## src/rtl/rv32_isa_pkg.sv

```systemverilog
// rtl/rv32_isa_pkg.sv - shared RV32/RV64 base ISA types, opcodes and the decoded-entry record
package rv32_isa_pkg;

  localparam int RegAddrWidth = 5;

  typedef enum logic [2:0] {
    FMT_R,
    FMT_I,
    FMT_S,
    FMT_B,
    FMT_U,
    FMT_J,
    FMT_NONE
  } fmt_e;

  localparam logic [6:0] OP        = 7'b0110011;
  localparam logic [6:0] OP_IMM    = 7'b0010011;
  localparam logic [6:0] OP_32     = 7'b0111011;
  localparam logic [6:0] OP_IMM_32 = 7'b0011011;
  localparam logic [6:0] LOAD      = 7'b0000011;
  localparam logic [6:0] STORE     = 7'b0100011;
  localparam logic [6:0] BRANCH    = 7'b1100011;
  localparam logic [6:0] JAL       = 7'b1101111;
  localparam logic [6:0] JALR      = 7'b1100111;
  localparam logic [6:0] LUI       = 7'b0110111;
  localparam logic [6:0] AUIPC     = 7'b0010111;
  localparam logic [6:0] MISC_MEM  = 7'b0001111;
  localparam logic [6:0] SYSTEM    = 7'b1110011;

  // PC and immediate are XLEN-wide, so they are queued alongside this record
  typedef struct packed {
    logic [6:0]              opcode;
    logic [2:0]              func3;
    logic [6:0]              func7;
    logic [RegAddrWidth-1:0] rs1;
    logic [RegAddrWidth-1:0] rs2;
    logic [RegAddrWidth-1:0] rd;
    fmt_e                    fmt;
    logic                    uses_rs1;
    logic                    uses_rs2;
    logic                    writes_rd;
    logic                    illegal;
  } dec_entry_t;

endpackage

```

## src/rtl/decode_fields.sv

```systemverilog
// rtl/decode_fields.sv - combinational field, immediate and legality decoder for one instruction word
module decode_fields
  import rv32_isa_pkg::*;
#(
  parameter int XLEN = 32
) (
  input  logic [31:0]     ins,
  output dec_entry_t      entry,
  output logic [XLEN-1:0] imm
);

  localparam bit Rv64 = (XLEN == 64);

  logic [6:0]         opcode;
  logic [2:0]         f3;
  logic [6:0]         f7;
  fmt_e               fmt;
  logic signed [31:0] imm32;
  logic               shift_bad;
  logic               ill;

  always_comb begin
    opcode = ins[6:0];
    f3     = ins[14:12];
    f7     = ins[31:25];

    case (opcode)
      OP:                                   fmt = FMT_R;
      OP_32:                                fmt = Rv64 ? FMT_R : FMT_NONE;
      OP_IMM, LOAD, JALR, MISC_MEM, SYSTEM: fmt = FMT_I;
      OP_IMM_32:                            fmt = Rv64 ? FMT_I : FMT_NONE;
      STORE:                                fmt = FMT_S;
      BRANCH:                               fmt = FMT_B;
      LUI, AUIPC:                           fmt = FMT_U;
      JAL:                                  fmt = FMT_J;
      default:                              fmt = FMT_NONE;
    endcase

    // Every immediate fits in 32 bits; the signed cast below widens it to XLEN
    case (fmt)
      FMT_I:   imm32 = {{20{ins[31]}}, ins[31:20]};
      FMT_S:   imm32 = {{20{ins[31]}}, ins[31:25], ins[11:7]};
      FMT_B:   imm32 = {{20{ins[31]}}, ins[7], ins[30:25], ins[11:8], 1'b0};
      FMT_U:   imm32 = {ins[31:12], 12'b0};
      FMT_J:   imm32 = {{12{ins[31]}}, ins[19:12], ins[20], ins[30:21], 1'b0};
      default: imm32 = '0;
    endcase
    imm = XLEN'(imm32);

    // RV64 shift amounts are 6 bits, leaving a 6-bit upper field instead of 7
    shift_bad = 1'b0;
    if (f3 == 3'b001)
      shift_bad = Rv64 ? (ins[31:26] != 6'b000000) : (f7 != 7'b0000000);
    else if (f3 == 3'b101)
      shift_bad = Rv64 ? (ins[31:26] != 6'b000000 && ins[31:26] != 6'b010000)
                       : (f7 != 7'b0000000 && f7 != 7'b0100000);

    ill = (ins[1:0] != 2'b11) || (fmt == FMT_NONE);
    case (opcode)
      BRANCH: if (f3 == 3'b010 || f3 == 3'b011) ill = 1'b1;
      JALR:   if (f3 != 3'b000) ill = 1'b1;
      LOAD:   if (f3 == 3'b111 || (!Rv64 && (f3 == 3'b011 || f3 == 3'b110))) ill = 1'b1;
      STORE:  if (f3 > (Rv64 ? 3'd3 : 3'd2)) ill = 1'b1;
      OP:     if (!(f7 == 7'b0000000 || (f7 == 7'b0100000 && (f3 == 3'b000 || f3 == 3'b101))))
                ill = 1'b1;
      OP_IMM: if (shift_bad) ill = 1'b1;
      default: ;
    endcase

    entry.opcode    = opcode;
    entry.func3     = f3;
    entry.func7     = f7;
    entry.rs1       = ins[19:15];
    entry.rs2       = ins[24:20];
    entry.rd        = ins[11:7];
    entry.fmt       = fmt;
    entry.uses_rs1  = (fmt == FMT_R || fmt == FMT_I || fmt == FMT_S || fmt == FMT_B)
                      && !(opcode == SYSTEM && f3 == 3'b000);
    entry.uses_rs2  = (fmt == FMT_R || fmt == FMT_S || fmt == FMT_B);
    entry.writes_rd = (fmt == FMT_R || fmt == FMT_I || fmt == FMT_U || fmt == FMT_J)
                      && (ins[11:7] != 5'd0) && !ill;
    entry.illegal   = ill;
  end

endmodule

```

## src/rtl/decode_stage.sv

```systemverilog
// rtl/decode_stage.sv - registered decode stage: decoder feeding a DEPTH-entry in-order queue
module decode_stage
  import rv32_isa_pkg::*;
#(
  parameter int XLEN  = 32,
  parameter int DEPTH = 2
) (
  input  logic                    iClk,
  input  logic                    iRst_n,
  input  logic                    iFlush,
  input  logic                    iValid,
  output logic                    oReady,
  input  logic [31:0]             iINS,
  input  logic [XLEN-1:0]         iPC,
  output logic                    oValid,
  input  logic                    iReady,
  output logic [XLEN-1:0]         oPC,
  output logic [6:0]              oOpCode,
  output logic [2:0]              oFunc3,
  output logic [6:0]              oFunc7,
  output logic [RegAddrWidth-1:0] oRS1,
  output logic [RegAddrWidth-1:0] oRS2,
  output logic [RegAddrWidth-1:0] oRD,
  output logic [XLEN-1:0]         oImm,
  output logic [2:0]              oFmt,
  output logic                    oUsesRS1,
  output logic                    oUsesRS2,
  output logic                    oWritesRD,
  output logic                    oIllegal
);

  localparam int PtrW = $clog2(DEPTH);
  localparam int CntW = PtrW + 1;

  dec_entry_t      ent_mem [DEPTH];
  logic [XLEN-1:0] pc_mem  [DEPTH];
  logic [XLEN-1:0] imm_mem [DEPTH];

  logic [PtrW-1:0] wr_ptr;
  logic [PtrW-1:0] rd_ptr;
  logic [CntW-1:0] count;
  logic [CntW-1:0] count_next;
  logic            push;
  logic            pop;

  dec_entry_t      dec;
  logic [XLEN-1:0] dec_imm;
  dec_entry_t      head;

  decode_fields #(.XLEN(XLEN)) u_fields (
    .ins   (iINS),
    .entry (dec),
    .imm   (dec_imm)
  );

  assign push = iValid && oReady && !iFlush;
  assign pop  = oValid && iReady && !iFlush;

  always_comb begin
    count_next = count;
    if (iFlush)
      count_next = '0;
    else if (push && !pop)
      count_next = count + 1'b1;
    else if (pop && !push)
      count_next = count - 1'b1;
  end

  // Handshake flags are registered from the next count so they never see iValid/iReady
  always_ff @(posedge iClk or negedge iRst_n) begin
    if (!iRst_n) begin
      count  <= '0;
      wr_ptr <= '0;
      rd_ptr <= '0;
      oReady <= 1'b1;
      oValid <= 1'b0;
      for (int i = 0; i < DEPTH; i++) begin
        ent_mem[i] <= '0;
        pc_mem[i]  <= '0;
        imm_mem[i] <= '0;
      end
    end else begin
      count  <= count_next;
      oReady <= (count_next != CntW'(DEPTH));
      oValid <= (count_next != '0);
      if (iFlush) begin
        wr_ptr <= '0;
        rd_ptr <= '0;
      end else begin
        if (push) begin
          ent_mem[wr_ptr] <= dec;
          pc_mem[wr_ptr]  <= iPC;
          imm_mem[wr_ptr] <= dec_imm;
          wr_ptr          <= wr_ptr + 1'b1;
        end
        if (pop)
          rd_ptr <= rd_ptr + 1'b1;
      end
    end
  end

  assign head      = ent_mem[rd_ptr];
  assign oPC       = pc_mem[rd_ptr];
  assign oImm      = imm_mem[rd_ptr];
  assign oOpCode   = head.opcode;
  assign oFunc3    = head.func3;
  assign oFunc7    = head.func7;
  assign oRS1      = head.rs1;
  assign oRS2      = head.rs2;
  assign oRD       = head.rd;
  assign oFmt      = head.fmt;
  assign oUsesRS1  = head.uses_rs1;
  assign oUsesRS2  = head.uses_rs2;
  assign oWritesRD = head.writes_rd;
  assign oIllegal  = head.illegal;

endmodule

```

## config.mk

```make
export PLATFORM = sky130hd
export DESIGN_NAME = decode_stage
export DESIGN_NICKNAME = d
export VERILOG_FILES = /design/src/rtl/rv32_isa_pkg.sv /design/src/rtl/decode_fields.sv /design/src/rtl/decode_stage.sv
export SDC_FILE = /design/constraint.sdc
export NUM_CORES = 1
export LEC_CHECK = 0
export ABC_AREA = 0
export ABC_CLOCK_PERIOD_IN_PS = 1800
export BUFFER_PORTS_ARGS = -buffer_cell sky130_fd_sc_hd__buf_2
export CORE_ASPECT_RATIO = 1.75
export CORE_MARGIN = 3
export CORE_UTILIZATION = 40
export DETAILED_ROUTE_END_ITERATION = 6
export PLACE_DENSITY = 0.71
export SYNTH_ARGS = -nofsm -noshare
export SYNTH_HDL_FRONTEND = slang
export SYNTH_SLANG_ARGS = --single-unit
```

## constraint.sdc

```tcl
create_clock -name iClk -period 1.8 [get_ports iClk]
set_clock_uncertainty 0.05 [all_clocks]
set_input_delay 0.18 -clock iClk [delete_from_list [all_inputs] [get_ports iClk]]
set_output_delay 0.18 -clock iClk [all_outputs]
set_load 0.01 [all_outputs]
```

==> metrics, run 1 <==
f_max=0.480 GHz; starting density of the core=41.2%; ys async rst share=100%; Clock Tree Root=clkbuf_16; EDFF count, synth=0; drt drc=0; Startpoint Class=register; Final Non-Filler Cells=1538; IO buf count=173; n_diodes=0; main flop type after synthesis=dfrtp_1; fillers=1814; register area share after synthesis=54.5%; Total Routing Usage GR=21.1%; Worst Max-Slew Pin Slew=0.461 ns; Critical Path Sink Type=primary output; first-pass GRT wire length=43600 um; RSZ-0062 raised after global routing=true; max_cap viols=0; Critical-path top delay cell=dfrtp_4; Hold Crit Class=in2reg; vias in the first global route=8285; Skew-Pair Late Insertion Delay=0.50 ns; Syn Inst Count=879; worst vdd ir=919 uV; Leak=7.13 nW; Routed Antenna Nets=0; DRT Pass-1 Iters=5; hpwl dp=19200 um; post-layout minimum cycle time=2.08 ns; WL final=30600 um; TritonCTS clock tree=done; PwrDens=1280 nW/um^2; Die Wd=124 um; area grow syn2layout=48.4%; final number of max-transition violations=0; Setup WS post-layout=-0.282 ns; mean post-synth cell area=11.1 um^2; CP required=1.57 ns; Die Ht=212 um; Rows=74; peak per-stage delay on the critical path=0.48 ns; most common cell after layout, fill and taps aside=dfrtp_1; library cells used by synthesis=58; grt ovf=0; CTS clk-pin slew, worst paths=0.07 ns; total negative slack=-26.75 ns; Power Total=18.5 mW; Worst Path Buf+Inv=3; Max clock buf depth=3; initial antenna violation count=0; Inst Count DP=1404; outcome=finished with violations; Final #Nets=1288; First DRT Iteration DRCs=436; share of cells above drive strength 1=50.3%; most frequent cells in the layout=210 x dfrtp_1, 191 x nand2_1, 157 x mux2_2; Final Cycle Share=116%; number of vias per cell=5.32; Critical Path AT=1.85 ns; Post-Layout Inst Area=14500 um^2; routability congestion estimate=0.853; Final Hold Viols=0; CP max FO=7; Placed Area=11900 um^2; CTS Buf Count=22; syn nets=949; WS Path Type=reg2out; # setup viols final=133; Boundary Pins=174; WL/cell=19.9 um; failing checks=setup timing; TritonCTS sink count=212; via count=8186; Synthesis Warnings=0; CP top delay family=buffers and inverters; slew margin rel.=69.1%; H-tree depth=1; Cell Area, Synth=9740 um^2; crit path cell chain=buf_12, clkbuf_16, mux2_2, buf_2; CORE AREA=23600 um^2; Synth Register Bits=212; largest net degree at the start of global routing=50; die area=26300 um^2
==> path summary, 6_finish.rpt <==
| path | start | end | slack [ns] | cells past startpoint |
|---|---|---|---|---|
| max in group asynchronous | iRst_n | ent_mem[49]$_DFFE_PN0P_ | 0.93 | 3 |
| max | rd_ptr$_DFFE_PN0P_ | oRS2[0] | -0.28 | 4 |
| max reg2reg | oReady$_DFF_PN1_ | imm_mem[56]$_DFFE_PN0P_ | -0.14 | 6 |
| min | iINS[26] | ent_mem[62]$_DFFE_PN0P_ | 0.03 | 4 |
| min in group asynchronous | iRst_n | ent_mem[29]$_DFFE_PN0P_ | 0.14 | 2 |
| min reg2reg | ent_mem[67]$_DFFE_PN0P_ | ent_mem[67]$_DFFE_PN0P_ | 0.42 | 2 |
==> state kept, by name, summed over array words and instances, names as in the netlist <==
name	count
ent_mem	78
imm_mem	64
pc_mem	64
count	2
oReady	1
oValid	1
rd_ptr	1
wr_ptr	1
==> metal layers <==
| metal | GRT usage, % | routed length, um | vias to the layer above |
|---|---|---|---|
| li1 | - | - | 3765 |
| met5 | 0 | 0 | - |
| met1 | 23.3 | 11200 | 4087 |
| met4 | 9.61 | 1270 | 0 |
| met2 | 39.2 | 16900 | 255 |
| met3 | 2.85 | 1230 | 79 |
==> worst reg2reg max path: stages, from the launching register on <==
cell and delay [ns]:
dfstp_2 0.55, nand2_4 0.08, or3_4 0.41, a2111oi_4 0.44, buf_6 0.22, a22oi_2 0.07
nand2_1 0.08
==> synthesized netlist by cell type (all sizes together) (2+ instances only) <==
cell	number	area [um^2]
nand2	241	905
dfrtp	211	5280
mux2	166	1870
clkbuf	36	136
o21ai	33	173
buf	21	86.3
nor2	20	75.1
a221o	19	190
a22oi	16	120
a22o	14	125
and2	10	62.6
a211o	8	70.1
nor3	8	40.0
a21oi	7	38.8
inv	5	18.8
nor4	4	46.3
o211ai	4	35.0
or3	4	25.0
and3b	3	26.3
nand2b	3	18.8
nor2b	3	18.8
or4	3	22.5
xor2	3	26.3
a2111oi	2	17.5
a211oi	2	15.0
a21o	2	15.0
a32oi	2	17.5
nand3	2	10.0
nand4bb	2	22.5
nor3b	2	15.0
nor4b	2	17.5
o31ai	2	15.0
or2	2	12.5
xnor2	2	17.5
==> area by class of cell <==
cell class                      instances  area (um^2)  area share, %
Clock buffer                           29          618           4.28
Clock inverter                         11          158           1.09
Inverter                                5         21.3          0.147
Multi-Input combinational cell        606         4760           32.9
Sequential cell                       212         5310           36.7
Tap cell                              304          380           2.63
Timing Repair Buffer                  371         3210           22.2
==> kinds of logic (layout without fill, tap and decap cells) <==
group / Yosys count / after routing / synth area share (%)
compound gates: 119 / 119 / 9.27
xor+xnor: 5 / 5 / 0.450
fa+ha+maj: 1 / 1 / 0.128
buf+inv: 62 / 416 / 2.48
flops: 212 / 212 / 54.5
mux: 167 / 167 / 19.3
simple gates: 313 / 314 / 13.9
==> timing repair <==
action,4_1_cts,5_1_grt
gates cloned,4,12
hold buffers,59,0
pin swaps,21,69
setup buffers,7,15
endpoints found under the hold margin,324,0
gates resized for setup,40,153
setup endpoints to repair,170,198
==> stage by stage <==
| stage | utilization (%) | hold WS, ns | setup WS [ns] |
|---|---|---|---|
| floorplan | - | -0.166 | -0.233 |
| global placement | 50.2 | 0.115 | -0.625 |
| detailed placement | 50.2 | 0.119 | -0.668 |
| CTS | 57.2 | 0.000457 | -0.271 |
| global route | 61.2 | 0.0299 | -0.304 |
| finish | 61.2 | 0.0308 | -0.282 |
==> report_power, final <==
part | internal, mW | switching [mW] | total [mW]
Combinational | 3.54 | 2.99 | 6.53
Clock | 2.88 | 1.95 | 4.84
Sequential | 6.26 | 0.882 | 7.14
Total | 12.7 | 5.83 | 18.5
(Power assumes the default switching activity.)
==> run 2, diff against run 1 <==
--- a/constraint.sdc
+++ b/constraint.sdc
@@ -3,3 +3,3 @@
 set_input_delay 0.18 -clock iClk [delete_from_list [all_inputs] [get_ports iClk]]
 set_output_delay 0.18 -clock iClk [all_outputs]
-set_load 0.01 [all_outputs]
+set_load 0.1 [all_outputs]
==> metrics, run 2 (synthesized netlist as in run 1, its figures left out) <==
outcome=finished with violations; failing checks=setup timing; initial antenna violation count=2; RSZ-0062 raised after global routing=true; drt drc=0; crit path cell chain=buf_12, buf_16, mux2_2, buf_12; Biggest register=ent_mem; die area=26300 um^2; First DRT Iteration DRCs=538; f_max=0.475 GHz; Total Routing Usage GR=24.5%; largest net degree at the start of global routing=60; Worst Max-Slew Pin Slew=0.581 ns; Setup WS post-layout=-0.305 ns; WL final=34500 um; CP required=1.57 ns; Die Wd=124 um; Critical Path Sink Type=primary output; peak per-stage delay on the critical path=0.44 ns; fillers=1428; Startpoint Class=register; grt ovf=0; slew margin rel.=60.9%; # setup viols final=287; Gate power share=58.7%; Hold Crit Class=in2reg; Hold Crit Depth=4; Worst Reg-to-Reg Cells=8; Worst path most repeated cell=buf_12; CTS clk-pin slew, worst paths=0.06 ns; most frequent cells in the layout=209 x dfrtp_1, 124 x buf_12, 120 x nand2_1; Clock Tree Root=clkbuf_16; Boundary Pins=174; routability congestion estimate=0.943; area grow syn2layout=70.5%; CP top delay family=buffers and inverters; via count=8686; Rows=74; P_sw=12.9 mW; Critical Path Stages=4; Skew-Pair Late Insertion Delay=0.49 ns; max_cap viols=0; CTS Buf Count=21; TritonCTS clock tree=done; Final #Nets=1292; final number of max-transition violations=0; WS Path Type=reg2out; post-layout minimum cycle time=2.10 ns; Largest regs=ent_mem (78), imm_mem (64), pc_mem (64); vias in the first global route=9304; starting density of the core=41.2%; TritonCTS sink count=212; Final Cycle Share=117%; H-tree depth=1; WL/cell=22.4 um; number of vias per cell=5.63; Max clock buf depth=3; first-pass GRT wire length=50300 um; sw frac=45.5%; part of the power in the clock network=15.4%; area of the multi-input gates=5350 um^2; Worst Path Buf+Inv=3; Reg power frac=26.0%; CP max FO=17; worst vdd ir=1460 uV; Leak=7.83 nW; Power Total=28.4 mW; DRT Pass-1 Iters=5; PwrDens=1710 nW/um^2; IO buf count=173; Routed Antenna Nets=0; Pint=15.5 mW; Register Area=5320 um^2; pre-CTS setup slack=-0.642 ns; Die Ht=212 um; Final Hold Viols=0; hpwl dp=19900 um; Largest register FFs=78; Critical-path top delay cell=dfrtp_4; Critical Path AT=1.87 ns; most common cell after layout, fill and taps aside=dfrtp_1; share of cells above drive strength 1=56.9%; CORE AREA=23600 um^2
[run 2: power groups by stage]
stage          Clock [mW]  Combinational [mW]  Sequential, mW
2_1_floorplan           0                10.0            6.99
3_3_place_gp            0                14.9            7.01
3_5_place_dp            0                15.1            7.14
4_1_cts              4.38                16.0            7.13
5_1_grt              4.60                17.2            7.55
6_report             4.36                16.6            7.37
[run 2: final cells by class]
type,count,share of cell area (%)
clock buffer,28,3.56
antenna,2,0.0301
multi-input combinational,606,32.2
clock inverter,9,0.467
sequential,212,32.0
timing repair buffer,376,29.3
tap,304,2.29
inverter,5,0.128
[run 2: stage by stage]
stage | hold slack (ns) | area (um^2) | setup TNS, ns | util [%] | cells
finish | 0.0185 | 16600 | -50.02 | 70.3 | 1542
global route | 0.0279 | 16600 | -61.02 | 70.3 | 1542
CTS | 0.00699 | 15800 | -39.71 | 66.8 | 1519
detailed placement | 0.0602 | 13500 | -44.32 | 57.4 | 1391
global placement | 0.0562 | 13500 | -39.00 | 57.4 | 1391
floorplan | -0.166 | 10200 | -23.81 | - | 879
[run 2: worst paths after layout]
check	start	end	slack (ns)
worst max-delay path	rd_ptr$_DFFE_PN0P_	oRD[1]	-0.30
worst min-delay path	iReady	rd_ptr$_DFFE_PN0P_	0.02
worst max register to register	oReady$_DFF_PN1_	imm_mem[44]$_DFFE_PN0P_	-0.30
worst min register to register	ent_mem[5]$_DFFE_PN0P_	ent_mem[5]$_DFFE_PN0P_	0.43
max in group asynchronous	iRst_n	ent_mem[36]$_DFFE_PN0P_	0.89
min in group asynchronous	iRst_n	oValid$_DFF_PN0_	0.13
[run 2: what timing repair did]
action / 4_1_cts / 5_1_grt
buffers inserted: 21 / 23
pin swaps: 135 / 43
hold endpoints to repair: 334 / 0
setup endpoints to repair: 241 / 249
gates resized for setup: 148 / 166
hold buffers: 56 / 0
gates cloned: 15 / 8
[run 2: worst reg2reg max path, stage by stage, from the launching register on]
cell and delay, ns:
dfstp_4 0.63, nand2_4 0.06, buf_6 0.11, or3_4 0.39, buf_8 0.17, buf_6 0.12
nor3_4 0.23, buf_12 0.16, a211o_1 0.12
[run 2: layer usage]
metal	track usage (%)	wire length, um	up-vias
met2	43.4	18400	429
li1	-	-	3773
met4	14.0	2340	0
met1	27.7	11900	4337
met3	3.35	1920	147
met5	0	0	-
